===== config.mk =====
export PLATFORM = sky130hd
export DESIGN_NAME = des_dec_key_sched
export DESIGN_NICKNAME = d
export VERILOG_FILES = /design/src/rtl/des_dec_key_sched.sv
export SDC_FILE = /design/constraint.sdc
export NUM_CORES = 1
export LEC_CHECK = 0
export CAP_MARGIN = 0
export CORE_AREA = 2 2 86 121
export DETAILED_ROUTE_END_ITERATION = 8
export DIE_AREA = 0 0 88 123
export MAX_ROUTING_LAYER = met4
export PLACE_DENSITY = 0.81
export SYNTH_ARGS = -nofsm -noshare
export SYNTH_HDL_FRONTEND = slang
export SYNTH_SLANG_ARGS = --single-unit

===== constraint.sdc =====
create_clock -name clk -period 3.3 [get_ports clk]
set_input_delay 0.99 -clock clk [delete_from_list [all_inputs] [get_ports clk]]
set_output_delay 0.99 -clock clk [all_outputs]
set_load 0.03 [all_outputs]

===== src/rtl/des_dec_key_sched.sv =====
// DES decryption key schedule.
// Emits the 16 round keys in reverse order K16..K1, one per valid/ready
// handshake. C/D are loaded with PC-1(key) and rotated right between rounds.
// The subkey output is PC-2 of the C/D registers.
module des_dec_key_sched (
  input  logic        clk,
  input  logic        reset,
  input  logic [63:0] key,
  input  logic        key_valid,
  output logic        key_ready,
  output logic [47:0] subkey,
  output logic        subkey_valid,
  input  logic        subkey_ready,
  output logic [3:0]  round_idx,
  output logic        last
);

  typedef enum logic {
    IDLE = 1'b0,
    RUN  = 1'b1
  } state_e;

  // Permutation tables use 1-based bit numbers with bit 1 = MSB.
  localparam int PC1 [56] = '{
    57, 49, 41, 33, 25, 17,  9,  1, 58, 50, 42, 34, 26, 18,
    10,  2, 59, 51, 43, 35, 27, 19, 11,  3, 60, 52, 44, 36,
    63, 55, 47, 39, 31, 23, 15,  7, 62, 54, 46, 38, 30, 22,
    14,  6, 61, 53, 45, 37, 29, 21, 13,  5, 28, 20, 12,  4
  };

  localparam int PC2 [48] = '{
    14, 17, 11, 24,  1,  5,  3, 28, 15,  6, 21, 10,
    23, 19, 12,  4, 26,  8, 16,  7, 27, 20, 13,  2,
    41, 52, 31, 37, 47, 55, 30, 40, 51, 45, 33, 48,
    44, 49, 39, 56, 34, 53, 46, 42, 50, 36, 29, 32
  };

  state_e      state_q, state_d;
  logic [27:0] c_q, c_d;
  logic [27:0] d_q, d_d;
  logic [3:0]  round_q, round_d;

  logic [55:0] pc1_key;
  logic [55:0] cd_q;
  logic        one_shift;

  // PC-1: pure wiring. Bit p (1-based, MSB first) sits at vector index 64-p.
  for (genvar i = 0; i < 56; i++) begin : g_pc1
    assign pc1_key[55-i] = key[64-PC1[i]];
  end

  // PC-2 straight off the C/D registers, so there is no path from key.
  assign cd_q = {c_q, d_q};
  for (genvar j = 0; j < 48; j++) begin : g_pc2
    assign subkey[47-j] = cd_q[56-PC2[j]];
  end

  // Reverse of the forward shift table: rounds 0, 7 and 14 rotate by one.
  assign one_shift = (round_q == 4'd0) || (round_q == 4'd7) || (round_q == 4'd14);

  // Next-state logic: key load in IDLE, rotate/advance on each handshake in RUN.
  always_comb begin
    state_d = state_q;
    c_d     = c_q;
    d_d     = d_q;
    round_d = round_q;
    case (state_q)
      IDLE: begin
        if (key_valid) begin
          state_d = RUN;
          c_d     = pc1_key[55:28];
          d_d     = pc1_key[27:0];
          round_d = 4'd0;
        end
      end
      RUN: begin
        if (subkey_ready) begin
          if (round_q == 4'd15) begin
            // C/D keep K1 so the subkey output holds the last emitted key.
            state_d = IDLE;
            round_d = 4'd0;
          end else begin
            round_d = round_q + 4'd1;
            if (one_shift) begin
              c_d = {c_q[0], c_q[27:1]};
              d_d = {d_q[0], d_q[27:1]};
            end else begin
              c_d = {c_q[1:0], c_q[27:2]};
              d_d = {d_q[1:0], d_q[27:2]};
            end
          end
        end
      end
      default: state_d = IDLE;
    endcase
  end

  // State register with synchronous reset, which overrides any handshake.
  always_ff @(posedge clk) begin
    // NOTE: sequential state uses non-blocking assignments so every flop
    // samples the pre-edge values, independent of statement order.
    if (reset) begin
      state_q <= IDLE;
      c_q     <= '0;
      d_q     <= '0;
      round_q <= '0;
    end else begin
      state_q <= state_d;
      c_q     <= c_d;
      d_q     <= d_d;
      round_q <= round_d;
    end
  end

  assign key_ready    = (state_q == IDLE);
  assign subkey_valid = (state_q == RUN);
  assign round_idx    = round_q;
  assign last         = (state_q == RUN) && (round_q == 4'd15);

endmodule


* Word-level counts from Yosys, hierarchy flattened *
Cells that the tools add are included.

word-level totals
  logic and storage cells = 36
  register bits after elaboration = 61
  output and inout bits = 55

operators by class
  bitwise logic cells = 1
  eq/ne operators = 6
  reduce and logical (&&, ||, !) cells = 6
  add/subtract/negate cells = 1
  multiplexer cells = 18

operator list
  cell                 count
  $mux 28              8
  $pmux 28 s2          2
  $mux 4               3
  $eq 4x4->1 const B   2
  $pmux 4 s2           1
  $ne 2x2->1 const B   3
  $add 4x1->4 const B  1
  $eq 4x3->1 const B   1
  $logic_not 4->1      1
  $mux 1               3
  $reduce_and 3->1     1
  $logic_or 1x1->1     2
  $pmux 1 s2           1
  $reduce_and 2->1     1
  $logic_and 1x1->1    1
  $not 1->1            1

* Logic depth before layout (Yosys ltp) *
Gate-level depths: netlist of the first run.

  depth in word-level cells = 7
  depth in mapped cells = 8

* Least setup slack after synthesis of the first run *
Ideal clock, no wire load.

  path kind = register -> output
  from = register round_q[1], in the netlist round_idx[1]
  to = output last
  data arrival time = 1.432 ns
  data required time = 2.310 ns
  stages on the path, launching flop included = 5
  slack = 0.878 ns
  cell sequence = dfxtp_1 -> ha_1 -> and3_1 -> buf_2 -> and2_1

on the way
  longest elaborated chain between the ends = 2

ends and longest elaborated chain
  item                      RTL line  source
  start: declaration        41        logic [3:0] round_q, round_d;
  start signal: assignment  111       round_q <= round_d;
  $eq 4x4->1                118       assign last = (state_q == RUN) && (round_q == 4'd15);
  $logic_and 1x1->1         118
  end: declaration          15        output logic last

Every way passes these cells.

* Worst setup path in the final report of the first run *
  from = register state_q, in the netlist subkey_valid
  to = output key_ready

on the way
  longest elaborated chain between the ends = 1

ends and longest elaborated chain
  item                      RTL line  source
  start: declaration        38        state_e state_q, state_d;
  start signal: assignment  108       state_q <= state_d;
  $not 1->1                 -
  end: declaration          10        output logic key_ready,

Every way passes these cells.

==> summary.txt, run 1 <==
Worst slew margin -> 30.49%
Average size of a mapped cell -> 8.776 um^2
Die Area -> 10820 um^2
DP Wirelength -> 7.536 mm
Setup bufs post-CTS -> 0
Max stage delay on crit path -> 0.74 ns
Worst-path fanout max -> 20
First-pass GRT wire length -> 18.42 mm
Buffers on Ports -> 114
CTS tree -> yes
R2r startpoint -> round_idx[0]
Synthesis-to-layout area growth -> 26.35%
Fin crit period -> 2.821 ns
Total power -> 2.424 mW
Worst hold-check path type -> register to register
Die width -> 88 um
Rows -> 43
Syn. warnings -> 0
Power per Cell Area -> 448.8 nW/um^2
Routed WL -> 11.37 mm
Fillers -> 892
Post-synth top cells -> 61 x dfxtp_1, 56 x nand2_1, 54 x mux2i_1, 49 x buf_4, 34 x a31oi_1
Predominant post-synthesis flop cell -> dfxtp_1
Synth async-reset ratio -> 0%
Final Max Tran Viols -> 0
Crit path kind -> register to output pin
Synth area leader -> dfxtp_1
Initial antenna violation count -> 0
Post-synth EDFFs -> 0
Synth top area share -> 28.57%
Crit path DAT -> 1.83 ns
Routability congestion estimate -> 0.8147
Clock Tree Root -> clkbuf_16
Clock Path Buffers -> 2
Largest net degree at the start of global routing -> 72
Fin nets -> 593
Placed Instances -> 646
CP max stage cell -> clkdlybuf4s50_1
Delay-heaviest family, CP -> buffers and inverters
Placement Cell Area -> 5059 um^2
Finished Layout Cells -> 662
Syn Nets -> 558
Run status -> complete, no violations
Detail Route Antenna Nets -> 0
Worst Path Buf+Inv -> 2
Sinks on Clock Net -> 61
Synth area leaders -> dfxtp_1 29%, mux2i_1 13%, buf_4 8.6%
Starting DRT DRC Count -> 226
Syn Inst Count -> 487
Residual DRC count -> 0
Post-route cell area -> 5400 um^2
Worst-Margin Slew -> 1.043 ns
Final setup TNS -> 0 ns
Layout Utilization -> 55.45%
DRT Pass-1 Iters -> 4
Core footprint -> 9738 um^2
Yosys reg bits -> 61
Synth unique cells -> 34
Worst IR drop on VDD -> 283.7 uV
Post-Route Skew -> 0.006883 ns
Vias -> 3957
Worst-path cell chain -> inv_2, clkdlybuf4s50_1
Fmax -> 354.5 MHz
Critical R2R Capture -> c_q[8]
DIE HEIGHT -> 123 um
Clock buffer count from CTS -> 9
Standby leakage power -> 1.691 nW
Min-Delay Startpoint -> d_q[13]
WHS -> 0.5366 ns
CTS resizes -> 0
Area occupied by multi-input gates -> 2425 um^2
Required time of the worst setup path -> 2.31 ns
Setup ws final -> 0.4790 ns
WHS Endpoint -> d_q[13]
Wire length per cell -> 17.17 um
Total grt overflow -> 0
GRT Overall Usage -> 21.89%
Clock transition at path regs -> 0.05 ns
Starting Density -> 43.89%
Period utilization -> 85.49%
RSZ-0062 raised after global routing -> false
Number of diodes -> 0
Register area -> 1221 um^2
Place WS -> 0.3094 ns
Worst setup SP type -> register
Mapped Area -> 4274 um^2
Number of vias per cell -> 5.977
Hold path depth -> 2
Max Cap Viol -> 0
Count leader, synth -> dfxtp_1
CP endpoint kind -> output pin
Cell count along the critical path -> 2
Insertion delay to the later sink of the worst-skew pair -> 0.33 ns
Hold Fails Final Rpt -> 0
CTS Hold Bufs -> 0
Vias in the first global route -> 3806
Register area share after synthesis -> 28.57%
Reg2Reg Setup Slack -> 0.81 ns
I/O pin count -> 123
Layout cells sized above 1 -> 10.25%
FF-to-FF path depth -> 7
Setup violators final -> 0
H-tree depth -> 3
==> cell type report <==
cell class | count | area share [%]
Timing Repair Buffer | 125 | 22.75
Clock inverter | 4 | 1.761
Clock buffer | 12 | 4.564
Inverter | 4 | 0.2780
Tap cell | 135 | 3.128
Multi-Input combinational cell | 321 | 44.90
Sequential cell | 61 | 22.61
==> routing by layer <==
layer / part of all wire [%] / GRT usage (%) / vias up / wire length [um]
li1: - / - / 1930 / -
met1: 43 / 26.66 / 1890 / 4866
met2: 50 / 35.09 / 120 / 5667
met3: 5.1 / 4.806 / 17 / 582
met4: 2.2 / 8.654 / 0 / 251
met5: 0 / - / - / 0
==> state kept, by name (all words and copies together) (netlist names) <==
name          cells
c_q              28
subkey_valid      1
round_idx         4
d_q              28
==> worst min-delay path: stages (launching register included) <==
cell and delay, ns:
dfxtp_1 0.36, a31oi_1 0.09, o21ai_1 0.06
==> cells in the final DEF (no fill, tap or decap), types with 2 or more instances in the layout <==
master	Yosys	routed
ha_1	3	3
a221oi_1	31	31
clkbuf_1	31	2
nor2_1	5	4
a21oi_1	3	3
nand2_1	56	56
inv_2	1	2
buf_4	49	11
inv_1	3	2
mux2i_1	54	54
clkdlybuf4s50_1	0	112
dfxtp_1	61	61
o221ai_2	18	18
o21ai_1	33	33
o221ai_1	5	5
nand4_1	25	25
clkbuf_16	0	9
and4_1	33	33
a31oi_1	34	34
nor3_1	2	2
o21ai_0	4	4
and3_1	2	2
bufinv_16	0	3
==> logic make-up after synthesis <==
logic type | count (synthesis) | synth area share (%)
fa+ha+maj | 3 | 0.8783
compound gates | 134 | 25.12
flops | 61 | 28.57
buf+inv | 105 | 14.90
simple gates | 128 | 17.01
mux | 56 | 13.52
==> report_power, final <==
group | leakage (nW) | switching, mW | total [mW] | internal (mW)
clock | 0.167 | 0.329 | 1.09 | 0.757
combinational | 1.02 | 0.266 | 0.488 | 0.222
sequential | 0.501 | 0.0622 | 0.850 | 0.788
==> how the worst max path moves through the flow <==
| stage | endpoint | slack, ns | startpoint |
|---|---|---|---|
| floorplan | last | 0.88 | round_idx[1] |
| finish | key_ready | 0.48 | subkey_valid |
| CTS | key_ready | 0.46 | subkey_valid |
| detailed placement | d_q[10] | 0.31 | subkey_ready |
| global route | key_ready | 0.39 | subkey_valid |
| global placement | d_q[6] | 0.31 | subkey_ready |
Note: power is estimated with default switching activity, not from simulation.
==> run 2: changes to the inputs <==
--- a/config.mk
+++ b/config.mk
@@ -6,11 +6,11 @@
 export NUM_CORES = 1
 export LEC_CHECK = 0
 export CAP_MARGIN = 0
-export CORE_AREA = 2 2 86 121
+export CORE_AREA = 10 10 99 136
 export DETAILED_ROUTE_END_ITERATION = 8
-export DIE_AREA = 0 0 88 123
+export DIE_AREA = 0 0 109 146
 export MAX_ROUTING_LAYER = met4
-export PLACE_DENSITY = 0.81
+export PLACE_DENSITY = 0.74
 export SYNTH_ARGS = -nofsm -noshare
 export SYNTH_HDL_FRONTEND = slang
 export SYNTH_SLANG_ARGS = --single-unit
==> summary.txt, run 2 (synthesis results as in run 1) <==
Standby leakage power -> 1.658 nW (-1.9%)
DIE HEIGHT -> 146 um (+19%)
I/O pin count -> 123 (unchanged)
RSZ-0062 raised after global routing -> false
Setup violators final -> 0 (unchanged)
Max Cap Viol -> 0 (unchanged)
Run status -> complete, no violations
Required time of the worst setup path -> 2.31 ns (about the same)
Buffers on Ports -> 114 (unchanged)
Layout cells sized above 1 -> 10.04% (-0.21 points)
Starting Density -> 38.48% (-5.4 points)
Clock Path Buffers -> 2 (unchanged)
CTS Hold Bufs -> 0 (unchanged)
Total power -> 2.208 mW (-8.9%)
Vias -> 4014 (+1.4%)
Most frequent cells in the layout -> 112 x clkdlybuf4s50_1, 61 x dfxtp_1, 56 x nand2_1
Routed WL -> 12.46 mm (+9.6%)
Power per Cell Area -> 413.7 nW/um^2 (-7.8%)
Combinational Power Share -> 22.2% (+2.1 points)
Layout Utilization -> 48.05% (-7.4 points)
Initial antenna violation count -> 0 (unchanged)
Fin crit period -> 2.912 ns (+0.09135 ns)
Clock Tree Root -> clkbuf_16
CTS resizes -> 0 (unchanged)
Post-route cell area -> 5338 um^2 (-1.2%)
GRT Overall Usage -> 15.76% (-6.1 points)
Critical R2R Capture -> c_q[12]
Sinks on Clock Net -> 61 (unchanged)
Worst setup SP type -> register
Synthesis-to-layout area growth -> 24.88%
Clock buffer count from CTS -> 9 (unchanged)
Min-Delay Startpoint -> c_q[6]
Sequential share of power -> 38.5% (+3.4 points)
Residual DRC count -> 0 (unchanged)
Place WS -> 0.2619 ns (-0.04749 ns)
WHS Endpoint -> c_q[6]
Switch share -> 29.46% (+2.4 points)
Crit path DAT -> 1.92 ns (+0.09 ns)
Hold Fails Final Rpt -> 0 (unchanged)
Hold path depth -> 2 (unchanged)
Core footprint -> 11110 um^2 (+14%)
Worst IR drop on VDD -> 279.3 uV (-1.6%)
Worst hold-check path type -> register to register
Worst slew margin -> 28.96% (-1.5 points)
First-pass GRT wire length -> 20.15 mm (+9.4%)
Insertion delay to the later sink of the worst-skew pair -> 0.33 ns (about the same)
Period utilization -> 88.25% (+2.8 points)
Routability congestion estimate -> 0.7692 (-5.6%)
Placement Cell Area -> 5065 um^2 (+0.12%)
Post-Route Skew -> 0.006328 ns (-0.0005552 ns)
Wire length per cell -> 18.54 um (+8.0%)
Largest net degree at the start of global routing -> 54 (-25%)
Starting DRT DRC Count -> 226 (unchanged)
Rows -> 46 (+7.0%)
Clock Power Share -> 39.3% (-5.5 points)
Most common cell after layout, fill and taps aside -> clkdlybuf4s50_1
Die width -> 109 um (+24%)
Total grt overflow -> 0 (unchanged)
Die Area -> 15910 um^2 (+47%)
Reg2Reg Setup Slack -> 0.82 ns (about the same)
Fmax -> 343.4 MHz (-3.1%)
Vias in the first global route -> 3961 (+4.1%)
Setup bufs post-CTS -> 0 (unchanged)
WHS -> 0.5298 ns (-0.006824 ns)
Placed Instances -> 656 (+1.5%)
Number of vias per cell -> 5.973 (about the same)
DRT Pass-1 Iters -> 4 (unchanged)
CTS tree -> yes
Worst-Margin Slew -> 1.066 ns (+0.02289 ns)
R2r startpoint -> round_idx[0]
FF-to-FF path depth -> 7 (unchanged)
Clock transition at path regs -> 0.05 ns (about the same)
Final setup TNS -> 0 ns (unchanged)
Fin nets -> 594 (+0.17%)
CP endpoint kind -> output pin
Int Pwr -> 1.558 mW (-12%)
Final Max Tran Viols -> 0 (unchanged)
Net load switching power -> 650.6 uW (-0.98%)
Crit path kind -> register to output pin
Worst-path fanout max -> 25 (+25%)
DP Wirelength -> 8.615 mm (+14%)
Number of diodes -> 0 (unchanged)
Finished Layout Cells -> 672 (+1.5%)
H-tree depth -> 3 (unchanged)
Detail Route Antenna Nets -> 0 (unchanged)
Setup ws final -> 0.3876 ns (-0.09135 ns)
[run 2: power groups by stage]
stage / sequential, mW / combinational (mW) / clock [mW]
after global placement: 0.861 / 0.487 / 0
after CTS: 0.849 / 0.495 / 0.880
after global routing: 0.858 / 0.527 / 0.911
after detailed placement: 0.863 / 0.493 / 0
final: 0.849 / 0.491 / 0.868
after floorplan: 0.846 / 0.351 / 0
[run 2: worst max-delay path by stage]
stage                            start   endpoint  slack [ns]  cells past startpoint
after CTS                 subkey_valid  key_ready        0.40                      2
final                     subkey_valid  key_ready        0.39                      2
after global placement    subkey_ready     d_q[4]        0.31                      6
after global routing      subkey_valid  key_ready        0.28                      2
after floorplan           round_idx[1]       last        0.88                      4
after detailed placement  subkey_ready    d_q[14]        0.26                      6
[run 2: area by class of cell]
cell class              instances  area (um^2)
fillers                      1039         5771
multi-input cells             321         2425
repair buffers                126         1224
flip-flops and latches         61         1221
clock buffers                  15        267.8
well taps                     144        180.2
inverters                       4        15.01
clock inverters                 1        5.005
[run 2: layer usage]
layer / up-vias / routed length [um] / track usage, %
met5: - / 0 / -
met4: 0 / 227 / 5.357
met3: 19 / 657 / 4.078
met2: 125 / 6106 / 25.36
met1: 1950 / 5468 / 18.42
li1: 1920 / - / -
[run 2: worst max-delay path, cell delays in order (launching register included)]
cell	delay, ns
dfxtp_1	0.43
inv_2	0.39
clkdlybuf4s50_1	0.77
==> run 3: changes to the inputs <==
--- a/config.mk
+++ b/config.mk
@@ -5,6 +5,7 @@
 export SDC_FILE = /design/constraint.sdc
 export NUM_CORES = 1
 export LEC_CHECK = 0
+export ABC_CLOCK_PERIOD_IN_PS = 3300
 export CAP_MARGIN = 0
 export CORE_AREA = 10 10 99 136
 export DETAILED_ROUTE_END_ITERATION = 8
==> constraint.sdc (replaced) <==
create_clock -name clk -period 3.3 [get_ports clk]
set_input_delay 0.99 -clock clk [delete_from_list [all_inputs] [get_ports clk]]
set_output_delay 0.99 -clock clk [all_outputs]
set_load 0.005 [all_outputs]
==> summary.txt, run 3 (synthesis results as in run 1) <==
Run status -> complete, no violations
Worst IR drop on VDD -> 236.6 uV (-15%)
Starting DRT DRC Count -> 229 (+1.3%)
Routed WL -> 12.50 mm (+0.31%)
CTS resizes -> 0 (unchanged)
Standby leakage power -> 1.666 nW (+0.49%)
CP endpoint kind -> output pin
WHS -> 0.5329 ns (+0.003122 ns)
Critical R2R Capture -> d_q[7]
FF-to-FF path depth -> 6 (-1)
Fmax -> 326.9 MHz (-4.8%)
Reg2Reg Setup Slack -> 0.95 ns (+0.13 ns)
Most frequent cells in the layout -> 113 x clkdlybuf4s50_1, 61 x dfxtp_1, 56 x nand2_1
Rows -> 46 (unchanged)
Residual DRC count -> 0 (unchanged)
Synthesis-to-layout area growth -> 25.44%
Largest net degree at the start of global routing -> 57 (+5.6%)
CTS Hold Bufs -> 0 (unchanged)
Fin crit period -> 3.059 ns (+0.1466 ns)
Die Area -> 15910 um^2 (unchanged)
Min-Delay Startpoint -> c_q[3]
Layout cells sized above 1 -> 9.867% (-0.17 points)
Worst-path fanout max -> 6 (-76%)
Post-Route Skew -> 0.006389 ns (+0.00006123 ns)
CTS tree -> yes
Finished Layout Cells -> 671 (-0.15%)
Wire length per cell -> 18.62 um (+0.45%)
DP Wirelength -> 8.658 mm (+0.50%)
First-pass GRT wire length -> 20.64 mm (+2.4%)
Setup violators final -> 0 (unchanged)
RSZ-0062 raised after global routing -> false
Worst slew margin -> 27.79% (-1.2 points)
Max stage delay on crit path -> 0.50 ns (-0.27 ns)
Insertion delay to the later sink of the worst-skew pair -> 0.32 ns (about the same)
Starting Density -> 38.48% (unchanged)
Worst setup SP type -> register
Sinks on Clock Net -> 61 (unchanged)
Power per Cell Area -> 410.9 nW/um^2 (-0.69%)
CP max stage cell -> clkdlybuf4s50_1
Vias -> 3981 (-0.82%)
GRT Overall Usage -> 16.10% (+0.34 points)
Period utilization -> 92.70% (+4.4 points)
Routability congestion estimate -> 0.7700 (+0.10%)
Worst-path cell chain -> ha_1, and3_1, and2_1, clkdlybuf4s50_1
Clock transition at path regs -> 0.05 ns (about the same)
Initial antenna violation count -> 0 (unchanged)
I/O pin count -> 123 (unchanged)
Total grt overflow -> 0 (unchanged)
Hold path depth -> 2 (unchanged)
Crit path DAT -> 2.07 ns (+0.15 ns)
Buffers on Ports -> 114 (unchanged)
Setup bufs post-CTS -> 0 (unchanged)
Required time of the worst setup path -> 2.31 ns (about the same)
Worst-Margin Slew -> 1.083 ns (+0.01759 ns)
Worst hold-check path type -> register to register
Core footprint -> 11110 um^2 (unchanged)
Clock buffer count from CTS -> 9 (unchanged)
Clock Tree Root -> clkbuf_16
Final Max Tran Viols -> 0 (unchanged)
H-tree depth -> 3 (unchanged)
Placed Instances -> 656 (unchanged)
Final setup TNS -> 0 ns (unchanged)
Clock Path Buffers -> 2 (unchanged)
Number of diodes -> 0 (unchanged)
DIE HEIGHT -> 146 um (unchanged)
Detail Route Antenna Nets -> 0 (unchanged)
Max Cap Viol -> 0 (unchanged)
Number of vias per cell -> 5.933 (-0.67%)
Crit path kind -> register to output pin
Hold Fails Final Rpt -> 0 (unchanged)
WHS Endpoint -> c_q[3]
DRT Pass-1 Iters -> 5 (+1)
Most common cell after layout, fill and taps aside -> clkdlybuf4s50_1
Die width -> 109 um (unchanged)
Vias in the first global route -> 4098 (+3.5%)
Fin nets -> 594 (unchanged)
R2r startpoint -> round_idx[1]
==> run 3: how the worst max path moves through the flow <==
stage	start	to	slack, ns	depth (start not counted)
finish	round_idx[1]	last	0.24	4
global route	round_idx[1]	last	0.15	4
CTS	round_idx[0]	last	0.24	4
detailed placement	subkey_ready	d_q[7]	0.25	6
global placement	subkey_ready	d_q[4]	0.31	6
floorplan	subkey_valid	key_ready	1.22	4
==> run 3: cell type report <==
class	count	area [um^2]
fill	1031	5747
timing repair buffer	126	1226
multi-input combinational	321	2425
sequential	61	1221
clock buffer	14	264.0
inverter	4	15.01
clock inverter	1	30.03
tap	144	180.2
==> run 3: worst max-delay path: cells and delay by family, from the launching register on <==
kind                       cells  cell delay, ns
buffers and inverters          1            0.50
DFF                            1            0.41
adders and majority gates      1            0.26
and+or+nand+nor                2            0.57
==> run 3: metal layers <==
metal	wire [um]	vias to the layer above	share of wire, %	global-route usage (%)
met2	6351	103	51	26.65
met3	653	13	5.2	4.255
met5	0	-	0	-
li1	-	1920	-	-
met4	155	0	1.2	4.960
met1	5337	1945	43	18.32
==> run 3: report_power, final <==
part	total, mW	switching [mW]	internal, mW	leakage [nW]
registers	0.850	0.0618	0.788	0.501
clock network	0.944	0.322	0.622	0.143
logic	0.409	0.189	0.220	1.02
==> run 3: per-stage QoR <==
step / setup WS (ns) / utilization, % / area, um^2 / total power, mW
after floorplan: 1.222 / - / 4274 / 1.113
after global placement: 0.3128 / 45.62 / 5067 / 1.266
after detailed placement: 0.2523 / 45.62 / 5067 / 1.275
after CTS: 0.2381 / 48.27 / 5361 / 2.222
after global routing: 0.1487 / 48.27 / 5361 / 2.300
final: 0.2410 / 48.27 / 5361 / 2.203
